[config.mk]
export PLATFORM = sky130hd
export DESIGN_NAME = apb_master_arbiter
export DESIGN_NICKNAME = d
export VERILOG_FILES = /design/src/rtl/apb_master_arbiter.sv
export SDC_FILE = /design/constraint.sdc
export NUM_CORES = 1
export LEC_CHECK = 0
export CAP_MARGIN = 20
export CORE_MARGIN = 2
export CORE_UTILIZATION = 44
export CTS_CLUSTER_SIZE = 14
export DETAILED_ROUTE_END_ITERATION = 12
export MAX_ROUTING_LAYER = met4
export PLACE_DENSITY = 0.89
export SYNTH_ARGS = -nofsm -noshare
export SYNTH_HDL_FRONTEND = slang
export SYNTH_SLANG_ARGS = --single-unit
[constraint.sdc]
create_clock -name clk_i -period 4.2 [get_ports clk_i]
set_clock_uncertainty 0.15 [all_clocks]
set_input_delay 0.84 -clock clk_i [delete_from_list [all_inputs] [get_ports clk_i]]
set_output_delay 0.84 -clock clk_i [all_outputs]
set_load 0.005 [all_outputs]
[src/rtl/apb_master_arbiter.sv]
// apb_master_arbiter
// APB master shared by NUM_REQ requesters under round-robin arbitration.
// Each granted command runs one SETUP cycle and an ACCESS phase that lasts
// until PREADY. Completion is reported per requester with done_o and rdata_o.
// Optional feature macro: APB_ARB_TIMEOUT_EN enables an ACCESS-phase watchdog
// that aborts a transfer after TMO_CYC cycles without PREADY and flags err_o.
module apb_master_arbiter #(
  parameter int NUM_REQ = 2,
  parameter int ADDR_W  = 8,
  parameter int DATA_W  = 8,
  parameter int TMO_CYC = 16
) (
  input  logic                      clk_i,
  input  logic                      rst_n_i,
  input  logic [NUM_REQ-1:0]        req_i,
  input  logic [NUM_REQ-1:0]        req_wr_i,
  input  logic [NUM_REQ*ADDR_W-1:0] req_addr_i,
  input  logic [NUM_REQ*DATA_W-1:0] req_wdata_i,
  output logic [NUM_REQ-1:0]        gnt_o,
  output logic [NUM_REQ-1:0]        done_o,
  output logic [DATA_W-1:0]         rdata_o,
  output logic                      err_o,
  output logic                      m_apb_psel_o,
  output logic                      m_apb_penable_o,
  output logic [ADDR_W-1:0]         m_apb_paddr_o,
  output logic                      m_apb_pwrite_o,
  output logic [DATA_W-1:0]         m_apb_pwdata_o,
  input  logic [DATA_W-1:0]         m_apb_prdata_i,
  input  logic                      m_apb_pready_i
);

  localparam int IDX_W = (NUM_REQ > 2) ? $clog2(NUM_REQ) : 1;

  // Reject parameter values the arbiter was not built for.
  if (NUM_REQ < 2 || NUM_REQ > 4 || TMO_CYC < 1) begin : g_bad_param
    $error("apb_master_arbiter: NUM_REQ must be 2..4 and TMO_CYC at least 1");
  end

  typedef enum logic [1:0] {
    ST_IDLE,
    ST_SETUP,
    ST_ACCESS
  } state_t;

  state_t             state_q, state_d;
  logic [IDX_W-1:0]   rr_q, rr_d;
  logic [IDX_W-1:0]   win_q, win_d;
  logic               psel_q, psel_d;
  logic               penable_q, penable_d;
  logic [ADDR_W-1:0]  paddr_q, paddr_d;
  logic               pwrite_q, pwrite_d;
  logic [DATA_W-1:0]  pwdata_q, pwdata_d;
  logic [NUM_REQ-1:0] gnt_q, gnt_d;
  logic [NUM_REQ-1:0] done_q, done_d;
  logic [DATA_W-1:0]  rdata_q, rdata_d;

  logic               found;
  logic [IDX_W-1:0]   pick;
  logic [IDX_W-1:0]   cand_idx;
  int                 cand;

`ifdef APB_ARB_TIMEOUT_EN
  localparam int CNT_W = $clog2(TMO_CYC + 1);
  logic [CNT_W-1:0]   tmo_q, tmo_d;
  logic               err_q, err_d;
`endif

  // Round-robin search: first asserted request at or after the pointer, wrapping.
  always_comb begin
    found    = 1'b0;
    pick     = '0;
    cand     = 0;
    cand_idx = '0;
    for (int i = 0; i < NUM_REQ; i++) begin
      cand = int'(rr_q) + i;
      if (cand >= NUM_REQ) cand = cand - NUM_REQ;
      cand_idx = IDX_W'(cand);
      if (!found && req_i[cand_idx]) begin
        found = 1'b1;
        pick  = cand_idx;
      end
    end
  end

  // Next-state and registered-output logic; the bus registers double as the latched command.
  always_comb begin
    state_d   = state_q;
    rr_d      = rr_q;
    win_d     = win_q;
    psel_d    = psel_q;
    penable_d = penable_q;
    paddr_d   = paddr_q;
    pwrite_d  = pwrite_q;
    pwdata_d  = pwdata_q;
    gnt_d     = '0;
    done_d    = '0;
    rdata_d   = rdata_q;
`ifdef APB_ARB_TIMEOUT_EN
    tmo_d     = tmo_q;
    err_d     = 1'b0;
`endif

    case (state_q)
      ST_IDLE: begin
        if (found) begin
          state_d     = ST_SETUP;
          win_d       = pick;
          rr_d        = (int'(pick) == NUM_REQ - 1) ? '0 : pick + 1'b1;
          gnt_d[pick] = 1'b1;
          psel_d      = 1'b1;
          penable_d   = 1'b0;
          paddr_d     = req_addr_i[int'(pick)*ADDR_W +: ADDR_W];
          pwdata_d    = req_wdata_i[int'(pick)*DATA_W +: DATA_W];
          pwrite_d    = req_wr_i[pick];
        end
      end

      ST_SETUP: begin
        state_d   = ST_ACCESS;
        penable_d = 1'b1;
`ifdef APB_ARB_TIMEOUT_EN
        tmo_d     = '0;
`endif
      end

      ST_ACCESS: begin
        if (m_apb_pready_i) begin
          state_d       = ST_IDLE;
          psel_d        = 1'b0;
          penable_d     = 1'b0;
          paddr_d       = '0;
          pwrite_d      = 1'b0;
          pwdata_d      = '0;
          done_d[win_q] = 1'b1;
          rdata_d       = pwrite_q ? '0 : m_apb_prdata_i;
        end
`ifdef APB_ARB_TIMEOUT_EN
        else if (tmo_q == CNT_W'(TMO_CYC - 1)) begin
          state_d       = ST_IDLE;
          psel_d        = 1'b0;
          penable_d     = 1'b0;
          paddr_d       = '0;
          pwrite_d      = 1'b0;
          pwdata_d      = '0;
          done_d[win_q] = 1'b1;
          rdata_d       = '0;
          err_d         = 1'b1;
        end else begin
          tmo_d = tmo_q + 1'b1;
        end
`endif
      end

      default: state_d = ST_IDLE;
    endcase
  end

  // State and output registers; reset releases the bus immediately.
  always_ff @(posedge clk_i or negedge rst_n_i) begin
    if (!rst_n_i) begin
      state_q   <= ST_IDLE;
      rr_q      <= '0;
      win_q     <= '0;
      psel_q    <= 1'b0;
      penable_q <= 1'b0;
      paddr_q   <= '0;
      pwrite_q  <= 1'b0;
      pwdata_q  <= '0;
      gnt_q     <= '0;
      done_q    <= '0;
      rdata_q   <= '0;
    end else begin
      state_q   <= state_d;
      rr_q      <= rr_d;
      win_q     <= win_d;
      psel_q    <= psel_d;
      penable_q <= penable_d;
      paddr_q   <= paddr_d;
      pwrite_q  <= pwrite_d;
      pwdata_q  <= pwdata_d;
      gnt_q     <= gnt_d;
      done_q    <= done_d;
      rdata_q   <= rdata_d;
    end
  end

`ifdef APB_ARB_TIMEOUT_EN
  // Watchdog counter and abort flag.
  always_ff @(posedge clk_i or negedge rst_n_i) begin
    if (!rst_n_i) begin
      tmo_q <= '0;
      err_q <= 1'b0;
    end else begin
      tmo_q <= tmo_d;
      err_q <= err_d;
    end
  end

  assign err_o = err_q;
`else
  assign err_o = 1'b0;
`endif

  assign gnt_o           = gnt_q;
  assign done_o          = done_q;
  assign rdata_o         = rdata_q;
  assign m_apb_psel_o    = psel_q;
  assign m_apb_penable_o = penable_q;
  assign m_apb_paddr_o   = paddr_q;
  assign m_apb_pwrite_o  = pwrite_q;
  assign m_apb_pwdata_o  = pwdata_q;

endmodule
==> tab_implementation.tex, run 1 <==
\begin{tabular}{lr}
\hline
Metric & Value \\
\hline
\multicolumn{2}{l}{\textbf{Final layout}} \\
\# fillers & 299 \\
Fraction of layout cells with a size suffix above 1 & 5.93\% \\
Area growth syn-to-layout & 48.7\% \\
Non-filler cells in the finished layout & 284 \\
Final Instance Area & 0.00248 mm\^{}2 \\
Fin nets & 283 \\
Number of antenna repair diodes & 0 \\
\multicolumn{2}{l}{\textbf{Route}} \\
Vias after detailed routing & 1,562 \\
Post-route DRC violation count & 0 \\
Detailed Routing Iterations Pass 1 & 5 \\
Wire per inst & 14.8 um \\
Antenna-violating nets left & 0 \\
Post-Route WL & 4210 um \\
DRT iter0 DRCs & 117 \\
Detailed-route vias per instance & 5.50 \\
\multicolumn{2}{l}{\textbf{Logic synthesis}} \\
Sequential-to-total area share from yosys stat & 52.6\% \\
Synth Area in Simple Gates & 16.8\% \\
Post-synth design cell area & 0.00167 mm\^{}2 \\
Post-synthesis sequential element count & 35 \\
Post-synthesis compound-gate area fraction & 22.9\% \\
Mux share of post-synthesis cell area & 0\% \\
Top cells by area in the synthesized netlist & dfrtp\_1, a22oi\_1, o21ai\_0, a31oi\_1, nand3\_1 \\
Post-synthesis cell type with the largest combined area & dfrtp\_1 \\
Synth Area in Adders & 0\% \\
Fraction of synthesized cell area taken by the top area cell type & 52.6\% \\
Total of warnings raised by yosys & 0 \\
EDFF count, synth & 0 \\
Mapped Nets & 213 \\
Library cells used by synthesis & 25 \\
Avg Synthesized Cell Area & 10.0 um\^{}2 \\
Main combinational cell family by area after synthesis & compound AO/OA/AOI/OAI gates \\
Dominant register cell in the synthesized netlist & dfrtp\_1 \\
Cell with the most instances after synthesis & dfrtp\_1 \\
Fraction of registers with async set or reset after synthesis & 100\% \\
Post-synthesis share of cell area spent on xor and xnor gates & 0\% \\
Post-Synthesis Cells & 166 \\
Commonest cells in the netlist & dfrtp\_1, o21ai\_0, nand3\_1, a22oi\_1, a31oi\_1 \\
\multicolumn{2}{l}{\textbf{Worst setup path}} \\
CP Class & input port to flop \\
Worst path top cell family by delay & buffers and inverters \\
Biggest cell delay along the critical path & 0.56 ns \\
Cell breakdown of the critical path & clkdlybuf4s50\_1 -> buf\_4 -> or2\_1 -> nand2\_4 -> inv\_2 -> a31oi\_1 \\
Number of cells on the critical path & 6 \\
Data arrival, critical path & 2.63 ns \\
Crit start category & input port \\
Count of cells along the worst register-to-register path & 3 \\
Endpoint of the worst-slack reg-to-reg timing path & rr\_q \\
Crit-path slowest cell & or2\_1 \\
Worst reg2reg path startpoint & rr\_q \\
Biggest fanout along the worst timing path & 21 \\
Critical path endpoint category & flop \\
Crit path required time & 4.20 ns \\
Critical path buffers and inverters & 3 \\
Register-to-register setup slack & 2.50 ns \\
\multicolumn{2}{l}{\textbf{Global routing}} \\
Total track usage & 22.0\% \\
Global-route wire length before repair & 6900 um \\
Gr ovfl total & 0 \\
Number of antenna violations at the first check in global routing & 0 \\
Largest net degree at the start of global routing & 38 \\
Vias in the first global route & 1,551 \\
\multicolumn{2}{l}{\textbf{Floorplanning}} \\
Initial cell density of the core & 45.5\% \\
Count of standard-cell rows & 22 \\
Die X & 65.5 um \\
Die outline height & 65.5 um \\
Area of the core region & 0.00366 mm\^{}2 \\
I/O pin count & 79 \\
Die ar. & 0.00429 mm\^{}2 \\
\multicolumn{2}{l}{\textbf{Timing}} \\
Minimum setup slack in the final design & 1.58 ns \\
Setup repair after global routing missed its margin & no \\
Worst slew margin relative to its limit & 51.3\% \\
Final Slew Violations & 0 \\
Final hold violation count & 0 \\
Fin crit share & 62.4\% \\
Final min period & 2.62 ns \\
Sum Neg Setup Slack & 0 ns \\
Fmax & 0.381 GHz \\
Total setup violations reported at the end of the flow & 0 \\
Least-Margin Pin Slew & 0.731 ns \\
\multicolumn{2}{l}{\textbf{Min path}} \\
HP Class & flop to flop \\
Hold worst-path end & done\_o[0] \\
WHS Path Cells & 1 \\
Startpoint of the tightest hold check path & win\_q \\
\multicolumn{2}{l}{\textbf{Run}} \\
Max Cap Violations & 0 \\
\multicolumn{2}{l}{\textbf{Clock tree}} \\
TritonCTS clock tree & done \\
Cell chosen for the clock root & clkbuf\_8 \\
Max Root-Sink Buffers & 2 \\
CTS sink count & 35 \\
Number of buffers added by the clock tree synthesis step & 5 \\
Post-CTS setup-driven buffer insertion count & 0 \\
\# resized after CTS & 0 \\
Clock Latency Late Sink & 0.29 ns \\
Number of hold buffers added after CTS & 0 \\
Clock-pin slew of the registers on the worst-case setup and hold paths & 0.07 ns \\
Deepest level of the CTS H-tree & 2 \\
\multicolumn{2}{l}{\textbf{Placement}} \\
Area of placed instances & 0.00239 mm\^{}2 \\
DP Wirelength & 2940 um \\
Count of input and output buffers & 77 \\
Final GP Congestion & 0.798 \\
Placed instance count & 277 \\
Minimum setup slack after placement & 1.29 ns \\
\multicolumn{2}{l}{\textbf{Power}} \\
Pwr per Cell Area & 623 mW/mm\^{}2 \\
Peak supply drop & 0.314 mV \\
Total leakage power & 1.04 nW \\
\multicolumn{2}{l}{\textbf{Run status}} \\
Run status & finished, final reports clean \\
\hline
\end{tabular}
power breakdown:
part           internal [mW]  total, mW  switching, mW
sequential             0.487      0.591          0.104
clock                  0.128      0.245          0.117
combinational          0.404      0.707          0.303
total                   1.02       1.54          0.524
layout by cell type, fill, tap and decap left out:
cell type	instances
nand3_1	18
buf_4	1
dfrtp_1	35
a21oi_1	1
a31oi_1	17
or2_1	1
inv_2	1
nand2_4	1
clkdlybuf4s50_1	76
nand3b_4	1
nor2_4	1
buf_2	1
o21ai_0	25
o21a_1	1
conb_1	1
o21ai_1	2
a22oi_1	17
clkinv_2	1
nand2b_1	12
nand2_1	10
nor2_1	2
nor2b_4	1
and3_1	1
inv_1	3
clkbuf_8	6
sequential cells by signal (all words and copies together), names as in the netlist:
name / cells
rr_q: 1
state_q: 2
gnt_o: 2
m_apb_pwrite_o: 1
m_apb_psel_o: 1
m_apb_pwdata_o: 8
rdata_o: 8
m_apb_penable_o: 1
win_q: 1
done_o: 2
m_apb_paddr_o: 8
final cells by class:
| type | instances | area [um^2] | area share, % |
|---|---|---|---|
| Tap cell | 48 | 60.1 | 2.43 |
| Sequential cell | 35 | 876 | 35.4 |
| Timing Repair Buffer | 78 | 773 | 31.2 |
| Inverter | 4 | 15.0 | 0.606 |
| Multi-Input combinational cell | 112 | 664 | 26.8 |
| Clock inverter | 1 | 5.00 | 0.202 |
| Clock buffer | 6 | 82.6 | 3.34 |
layer usage:
metal	share of wire [%]	GRT usage, %	up-vias
met5	0	-	-
met4	1.8	7.29	0
met3	9.8	7.36	7
met2	48	36.9	90
met1	40	24.9	726
li1	-	-	739
logic make-up (layout without fill, tap and decap cells):
logic type             after synthesis  count (layout)
buffers and inverters               19              89
flip-flops                          35              35
AO/OA/AOI/OAI                       63              63
AND/OR/NAND/NOR                     48              48
other                                1               1
worst max-delay path by stage:
stage,start,end,slack (ns)
6_report,req_i[1],m_apb_pwdata_o[2],1.58
5_1_grt,req_i[1],m_apb_paddr_o[1],1.45
4_1_cts,req_i[1],m_apb_pwdata_o[2],1.59
3_5_place_dp,req_i[1],m_apb_pwdata_o[2],1.29
3_3_place_gp,req_i[1],m_apb_paddr_o[7],1.37
2_1_floorplan,req_i[0],rr_q,2.35
per-stage QoR:
step | util, % | hold slack (ns) | total power, mW
after floorplan | - | 0.253 | 0.955
after global placement | 65.2 | 0.257 | 1.28
after detailed placement | 65.2 | 0.275 | 1.31
after global routing | 67.6 | 0.332 | 1.65
after CTS | 67.6 | 0.283 | 1.55
final | 67.6 | 0.278 | 1.54
Note: power is estimated with default switching activity, not from simulation.
==> run 2: changes to the inputs <==
- CORE_UTILIZATION: 44 -> 37
- PLACE_DENSITY: 0.89 -> 0.81
- clock period: 4.2 -> 2.2 ns (I/O delays scaled with it)
==> run 2 against run 1 <==
First-iteration DRC count grew 8.5%. Critical path depth shrank 5. Count of clock-buffer cells in the layout is the same. Via count grew 1.2%. Combinational power grew 98%. Design area grew 2.8%. Cell count grew 2.8%. Core utilization shrank 9.2 points. Flip-flop and latch count is the same. Routed wire length grew 9.0%. Clock power grew 140%. Non-clock buffer count grew 3.
==> tab_implementation.tex, run 2 (synthesis gave the netlist of run 1 again) <==
\begin{tabular}{lr}
\hline
Metric & Value \\
\hline
\multicolumn{2}{l}{\textbf{Final layout}} \\
\# fillers & 381 (was 299) \\
Fraction of layout cells with a size suffix above 1 & 7.50\% (was 5.93\%) \\
Area growth syn-to-layout & 52.9\% (was 48.7\%) \\
Number of antenna repair diodes & 0 (unchanged) \\
Most used cells in the layout excluding fill and tap cells & clkdlybuf4s50\_1, dfrtp\_1, o21ai\_0 (unchanged) \\
Commonest non-fill, non-tap cell in the layout & clkdlybuf4s50\_1 (unchanged) \\
Fin nets & 286 (was 283) \\
\multicolumn{2}{l}{\textbf{Floorplanning}} \\
Area of the core region & 0.00435 mm\^{}2 (was 0.00366 mm\^{}2) \\
Count of standard-cell rows & 24 (was 22) \\
Die ar. & 0.00505 mm\^{}2 (was 0.00429 mm\^{}2) \\
I/O pin count & 79 (unchanged) \\
Die outline height & 71.1 um (was 65.5 um) \\
Die X & 71.1 um (was 65.5 um) \\
Initial cell density of the core & 38.2\% (was 45.5\%) \\
\multicolumn{2}{l}{\textbf{Clock tree}} \\
Number of hold buffers added after CTS & 0 (unchanged) \\
Number of buffers added by the clock tree synthesis step & 5 (unchanged) \\
Deepest level of the CTS H-tree & 2 (unchanged) \\
Cell chosen for the clock root & clkbuf\_8 (unchanged) \\
CTS sink count & 35 (unchanged) \\
\# resized after CTS & 0 (unchanged) \\
Clock Latency Late Sink & 0.28 ns (was 0.29 ns) \\
TritonCTS clock tree & done (unchanged) \\
Post-CTS setup-driven buffer insertion count & 0 (unchanged) \\
Clock-pin slew of the registers on the worst-case setup and hold paths & 0.07 ns (about the same) \\
Max Root-Sink Buffers & 2 (unchanged) \\
\multicolumn{2}{l}{\textbf{Timing}} \\
Least-Margin Pin Slew & 0.746 ns (was 0.731 ns) \\
Final min period & 1.94 ns \\
Worst slew margin relative to its limit & 50.3\% (was 51.3\%) \\
Final hold violation count & 0 (unchanged) \\
Sum Neg Setup Slack & 0 ns (unchanged) \\
Fin crit share & 88.1\% \\
Total setup violations reported at the end of the flow & 0 (unchanged) \\
Fmax & 0.516 GHz \\
Final Slew Violations & 0 (unchanged) \\
Setup repair after global routing missed its margin & no (unchanged) \\
Minimum setup slack in the final design & 0.261 ns (was 1.58 ns) \\
\multicolumn{2}{l}{\textbf{Global routing}} \\
Gr ovfl total & 0 (unchanged) \\
Global-route wire length before repair & 7580 um (was 6900 um) \\
Total track usage & 19.4\% (was 22.0\%) \\
Number of antenna violations at the first check in global routing & 0 (unchanged) \\
Largest net degree at the start of global routing & 38 (unchanged) \\
Vias in the first global route & 1,595 (was 1,551) \\
\multicolumn{2}{l}{\textbf{Route}} \\
Detailed Routing Iterations Pass 1 & 6 (was 5) \\
Post-route DRC violation count & 0 (unchanged) \\
Detailed-route vias per instance & 5.41 (was 5.50) \\
Wire per inst & 15.7 um (was 14.8 um) \\
DRT iter0 DRCs & 127 (was 117) \\
Post-Route WL & 4580 um (was 4210 um) \\
Vias after detailed routing & 1,580 (was 1,562) \\
Antenna-violating nets left & 0 (unchanged) \\
\multicolumn{2}{l}{\textbf{Worst setup path}} \\
Register-to-register setup slack & 0.64 ns (was 2.50 ns) \\
Critical path buffers and inverters & 1 (was 3) \\
Biggest fanout along the worst timing path & 10 (was 21) \\
Data arrival, critical path & 1.35 ns (was 2.63 ns) \\
Count of cells along the worst register-to-register path & 4 (was 3) \\
Biggest cell delay along the critical path & 0.56 ns (about the same) \\
Number of cells on the critical path & 1 (was 6) \\
Endpoint of the worst-slack reg-to-reg timing path & m\_apb\_paddr\_o[7] (was rr\_q) \\
Cell breakdown of the critical path & clkdlybuf4s50\_1 (was clkdlybuf4s50\_1 -> buf\_4 -> or2\_1 -> nand2\_4 -> inv\_2 -> a31oi\_1) \\
CP Class & flop to output port (was input port to flop) \\
Critical path endpoint category & output port (was flop) \\
Crit path required time & 1.61 ns (was 4.20 ns) \\
Worst path top cell family by delay & buffers and inverters (unchanged) \\
Crit-path slowest cell & clkdlybuf4s50\_1 (was or2\_1) \\
Worst reg2reg path startpoint & state\_q[1] (was rr\_q) \\
Crit start category & flop (was input port) \\
\multicolumn{2}{l}{\textbf{Run}} \\
Max Cap Violations & 0 (unchanged) \\
\multicolumn{2}{l}{\textbf{Placement}} \\
DP Wirelength & 3220 um (was 2940 um) \\
Count of input and output buffers & 77 (unchanged) \\
Final GP Congestion & 0.828 (was 0.798) \\
Minimum setup slack after placement & 0.138 ns (was 1.29 ns) \\
\multicolumn{2}{l}{\textbf{Min path}} \\
HP Class & input port to asynchronous set/reset pin (was flop to flop) \\
\multicolumn{2}{l}{\textbf{Power}} \\
Peak supply drop & 0.594 mV (was 0.314 mV) \\
Total leakage power & 1.08 nW (was 1.04 nW) \\
Pwr per Cell Area & 1230 mW/mm\^{}2 (was 623 mW/mm\^{}2) \\
\multicolumn{2}{l}{\textbf{Run status}} \\
Run status & finished, final reports clean (unchanged) \\
\hline
\end{tabular}
run 2: cell count changes in the layout (fill, tap and decap cells not counted), sizes merged:
cell,delta
buf,+3
bufinv,+1
run 2: worst max path at each step:
stage	start	endpoint	slack [ns]
2_1_floorplan	req_i[0]	rr_q	0.75
3_3_place_gp	req_i[0]	m_apb_paddr_o[5]	0.19
3_5_place_dp	req_i[1]	m_apb_pwdata_o[1]	0.14
4_1_cts	m_apb_pwrite_o	m_apb_pwrite_o	0.26
5_1_grt	m_apb_pwrite_o	m_apb_pwrite_o	0.22
6_report	m_apb_pwrite_o	m_apb_pwrite_o	0.26
run 2: layer usage:
layer	up-vias	part of all wire (%)	GRT usage, %
li1	745	-	-
met1	726	43	25.8
met2	100	47	29.9
met3	9	8.6	4.13
met4	0	1.4	5.87
met5	-	0	-
run 2: cell type report:
| class | instances | area, um^2 | share of cell area [%] |
|---|---|---|---|
| sequential | 35 | 876 | 34.4 |
| timing repair buffer | 81 | 808 | 31.7 |
| inverter | 4 | 15.0 | 0.590 |
| clock buffer | 6 | 82.6 | 3.24 |
| tap | 52 | 65.1 | 2.56 |
| multi-input combinational | 112 | 664 | 26.1 |
| clock inverter | 2 | 35.0 | 1.38 |
run 2: where the power goes:
group	internal [mW]	switching [mW]	total (mW)
clock	0.367	0.229	0.596
sequential	0.930	0.203	1.13
combinational	0.805	0.591	1.40
run 2: metrics by stage:
| step | power [mW] | cell area, um^2 | cells | utilization [%] | hold slack, ns |
|---|---|---|---|---|---|
| after floorplan | 1.82 | 1670 | 166 | - | -0.00559 |
| after global placement | 2.49 | 2430 | 284 | 55.8 | 0.256 |
| after detailed placement | 2.54 | 2430 | 284 | 55.8 | 0.266 |
| after CTS | 3.14 | 2550 | 292 | 58.5 | 0.0972 |
| after global routing | 3.33 | 2550 | 292 | 58.5 | 0.139 |
| final | 3.12 | 2550 | 292 | 58.5 | 0.0622 |
==> run 3: changes to the inputs <==
- CORE_UTILIZATION: 37 -> 41
- PLACE_DENSITY: 0.81 -> 0.84
- clock period: 2.2 -> 2.1 ns (I/O delays scaled with it)
==> run 3 against run 2 <==
Worst setup slack got worse by 0.033 ns. Core utilization up 5.9 points. Register-to-register slack worse by 0.09 ns. Highest routed layer unchanged. Critical path type unchanged. Clock power down 11%.
==> tab_implementation.tex, run 3 (synthesis gave the netlist of run 1 again) <==
\begin{tabular}{lr}
\hline
Metric & Value \\
\hline
\multicolumn{2}{l}{\textbf{Worst setup path}} \\
Crit start category & flop (unchanged) \\
Crit path required time & 1.53 ns (was 1.61 ns) \\
Worst path top cell family by delay & buffers and inverters (unchanged) \\
Biggest fanout along the worst timing path & 10 (unchanged) \\
Cell breakdown of the critical path & clkdlybuf4s50\_1 (unchanged) \\
Number of cells on the critical path & 1 (unchanged) \\
Data arrival, critical path & 1.30 ns (was 1.35 ns) \\
Critical path buffers and inverters & 1 (unchanged) \\
CP Class & flop to output port (unchanged) \\
Biggest cell delay along the critical path & 0.54 ns (was 0.56 ns) \\
Critical path endpoint category & output port (unchanged) \\
Count of cells along the worst register-to-register path & 4 (unchanged) \\
Crit-path slowest cell & clkdlybuf4s50\_1 (unchanged) \\
\multicolumn{2}{l}{\textbf{Timing}} \\
Final hold violation count & 0 (unchanged) \\
Final Slew Violations & 0 (unchanged) \\
Worst slew margin relative to its limit & 49.6\% (was 50.3\%) \\
Hold slack & 0.0495 ns (was 0.0622 ns) \\
Least-Margin Pin Slew & 0.755 ns (was 0.746 ns) \\
Fmax & 0.534 GHz \\
Minimum setup slack in the final design & 0.228 ns (was 0.261 ns) \\
Sum Neg Setup Slack & 0 ns (unchanged) \\
Fin crit share & 89.1\% \\
Setup repair after global routing missed its margin & no (unchanged) \\
Final min period & 1.87 ns \\
Total setup violations reported at the end of the flow & 0 (unchanged) \\
\multicolumn{2}{l}{\textbf{Placement}} \\
Final GP Congestion & 0.789 (was 0.828) \\
Count of input and output buffers & 77 (unchanged) \\
Area of placed instances & 0.00244 mm\^{}2 (was 0.00243 mm\^{}2) \\
Placed instance count & 285 (was 284) \\
Minimum setup slack after placement & 0.128 ns (was 0.138 ns) \\
DP Wirelength & 3130 um (was 3220 um) \\
\multicolumn{2}{l}{\textbf{Final layout}} \\
Fin nets & 289 (was 286) \\
Final Instance Area & 0.00254 mm\^{}2 (was 0.00255 mm\^{}2) \\
Area growth syn-to-layout & 52.3\% (was 52.9\%) \\
Non-filler cells in the finished layout & 293 (was 292) \\
Commonest non-fill, non-tap cell in the layout & clkdlybuf4s50\_1 (unchanged) \\
Number of antenna repair diodes & 0 (unchanged) \\
Fraction of layout cells with a size suffix above 1 & 8.23\% (was 7.50\%) \\
\# fillers & 327 (was 381) \\
Core occupancy in the finished layout & 64.3\% (was 58.5\%) \\
Most used cells in the layout excluding fill and tap cells & clkdlybuf4s50\_1, dfrtp\_1, o21ai\_0 (unchanged) \\
\multicolumn{2}{l}{\textbf{Clock tree}} \\
CTS sink count & 35 (unchanged) \\
TritonCTS clock tree & done (unchanged) \\
\# resized after CTS & 0 (unchanged) \\
Cell chosen for the clock root & clkbuf\_8 (unchanged) \\
Number of hold buffers added after CTS & 0 (unchanged) \\
Clock Latency Late Sink & 0.29 ns (was 0.28 ns) \\
Clock-pin slew of the registers on the worst-case setup and hold paths & 0.06 ns (was 0.07 ns) \\
Number of buffers added by the clock tree synthesis step & 5 (unchanged) \\
Post-CTS setup-driven buffer insertion count & 0 (unchanged) \\
Deepest level of the CTS H-tree & 2 (unchanged) \\
Max Root-Sink Buffers & 2 (unchanged) \\
\multicolumn{2}{l}{\textbf{Power}} \\
Total power & 3.18 mW (was 3.12 mW) \\
Total leakage power & 1.07 nW (was 1.08 nW) \\
Pwr per Cell Area & 1250 mW/mm\^{}2 (was 1230 mW/mm\^{}2) \\
Peak supply drop & 0.583 mV (was 0.594 mV) \\
\multicolumn{2}{l}{\textbf{Min path}} \\
HP Class & input port to asynchronous set/reset pin (unchanged) \\
\multicolumn{2}{l}{\textbf{Floorplanning}} \\
Die outline height & 67.7 um (was 71.1 um) \\
Die X & 67.7 um (was 71.1 um) \\
Initial cell density of the core & 42.2\% (was 38.2\%) \\
Area of the core region & 0.00394 mm\^{}2 (was 0.00435 mm\^{}2) \\
Die ar. & 0.00459 mm\^{}2 (was 0.00505 mm\^{}2) \\
I/O pin count & 79 (unchanged) \\
Count of standard-cell rows & 23 (was 24) \\
\multicolumn{2}{l}{\textbf{Global routing}} \\
Number of antenna violations at the first check in global routing & 0 (unchanged) \\
Gr ovfl total & 0 (unchanged) \\
Total track usage & 22.5\% (was 19.4\%) \\
Largest net degree at the start of global routing & 38 (unchanged) \\
Vias in the first global route & 1,485 (was 1,595) \\
Global-route wire length before repair & 7210 um (was 7580 um) \\
\multicolumn{2}{l}{\textbf{Route}} \\
Vias after detailed routing & 1,563 (was 1,580) \\
Post-route DRC violation count & 0 (unchanged) \\
Wire per inst & 15.7 um (about the same) \\
DRT iter0 DRCs & 91 (was 127) \\
Post-Route WL & 4610 um (was 4580 um) \\
Detailed-route vias per instance & 5.33 (was 5.41) \\
Detailed Routing Iterations Pass 1 & 4 (was 6) \\
Antenna-violating nets left & 0 (unchanged) \\
\multicolumn{2}{l}{\textbf{Run status}} \\
Run status & finished, final reports clean (unchanged) \\
\multicolumn{2}{l}{\textbf{Run}} \\
Max Cap Violations & 0 (unchanged) \\
\hline
\end{tabular}
run 3: final cells by class:
class                           instances  area, um^2  area share, %
Clock buffer                            8         100           3.95
Tap cell                               50        62.6           2.47
Multi-Input combinational cell        112         664           26.2
Timing Repair Buffer                   84         818           32.3
Inverter                                4        15.0          0.592
Sequential cell                        35         876           34.5
run 3: path summary, 6_finish.rpt:
check	from	endpoint	slack, ns
worst min-delay path	rst_n_i	rdata_o[4]	0.05
max in group asynchronous	rst_n_i	m_apb_pwrite_o	1.27
min in group clk_i	win_q	done_o[0]	0.28
worst max-delay path	m_apb_pwrite_o	m_apb_pwrite_o	0.23
worst max register to register	state_q[1]	m_apb_paddr_o[1]	0.55
worst min register to register	win_q	done_o[0]	0.28
run 3: layer usage:
metal  GRT usage [%]  vias to the layer above  share of wire [%]
met5               -                        -                  0
met3            7.00                       10                8.6
li1                -                      754                  -
met2            38.0                       79                 50
met1            25.1                      720                 40
met4            7.91                        0                1.6
run 3: power breakdown:
group | total [mW] | switching (mW) | internal [mW]
combinational | 1.47 | 0.629 | 0.839
clock | 0.531 | 0.232 | 0.299
sequential | 1.18 | 0.206 | 0.975
total | 3.18 | 1.07 | 2.11
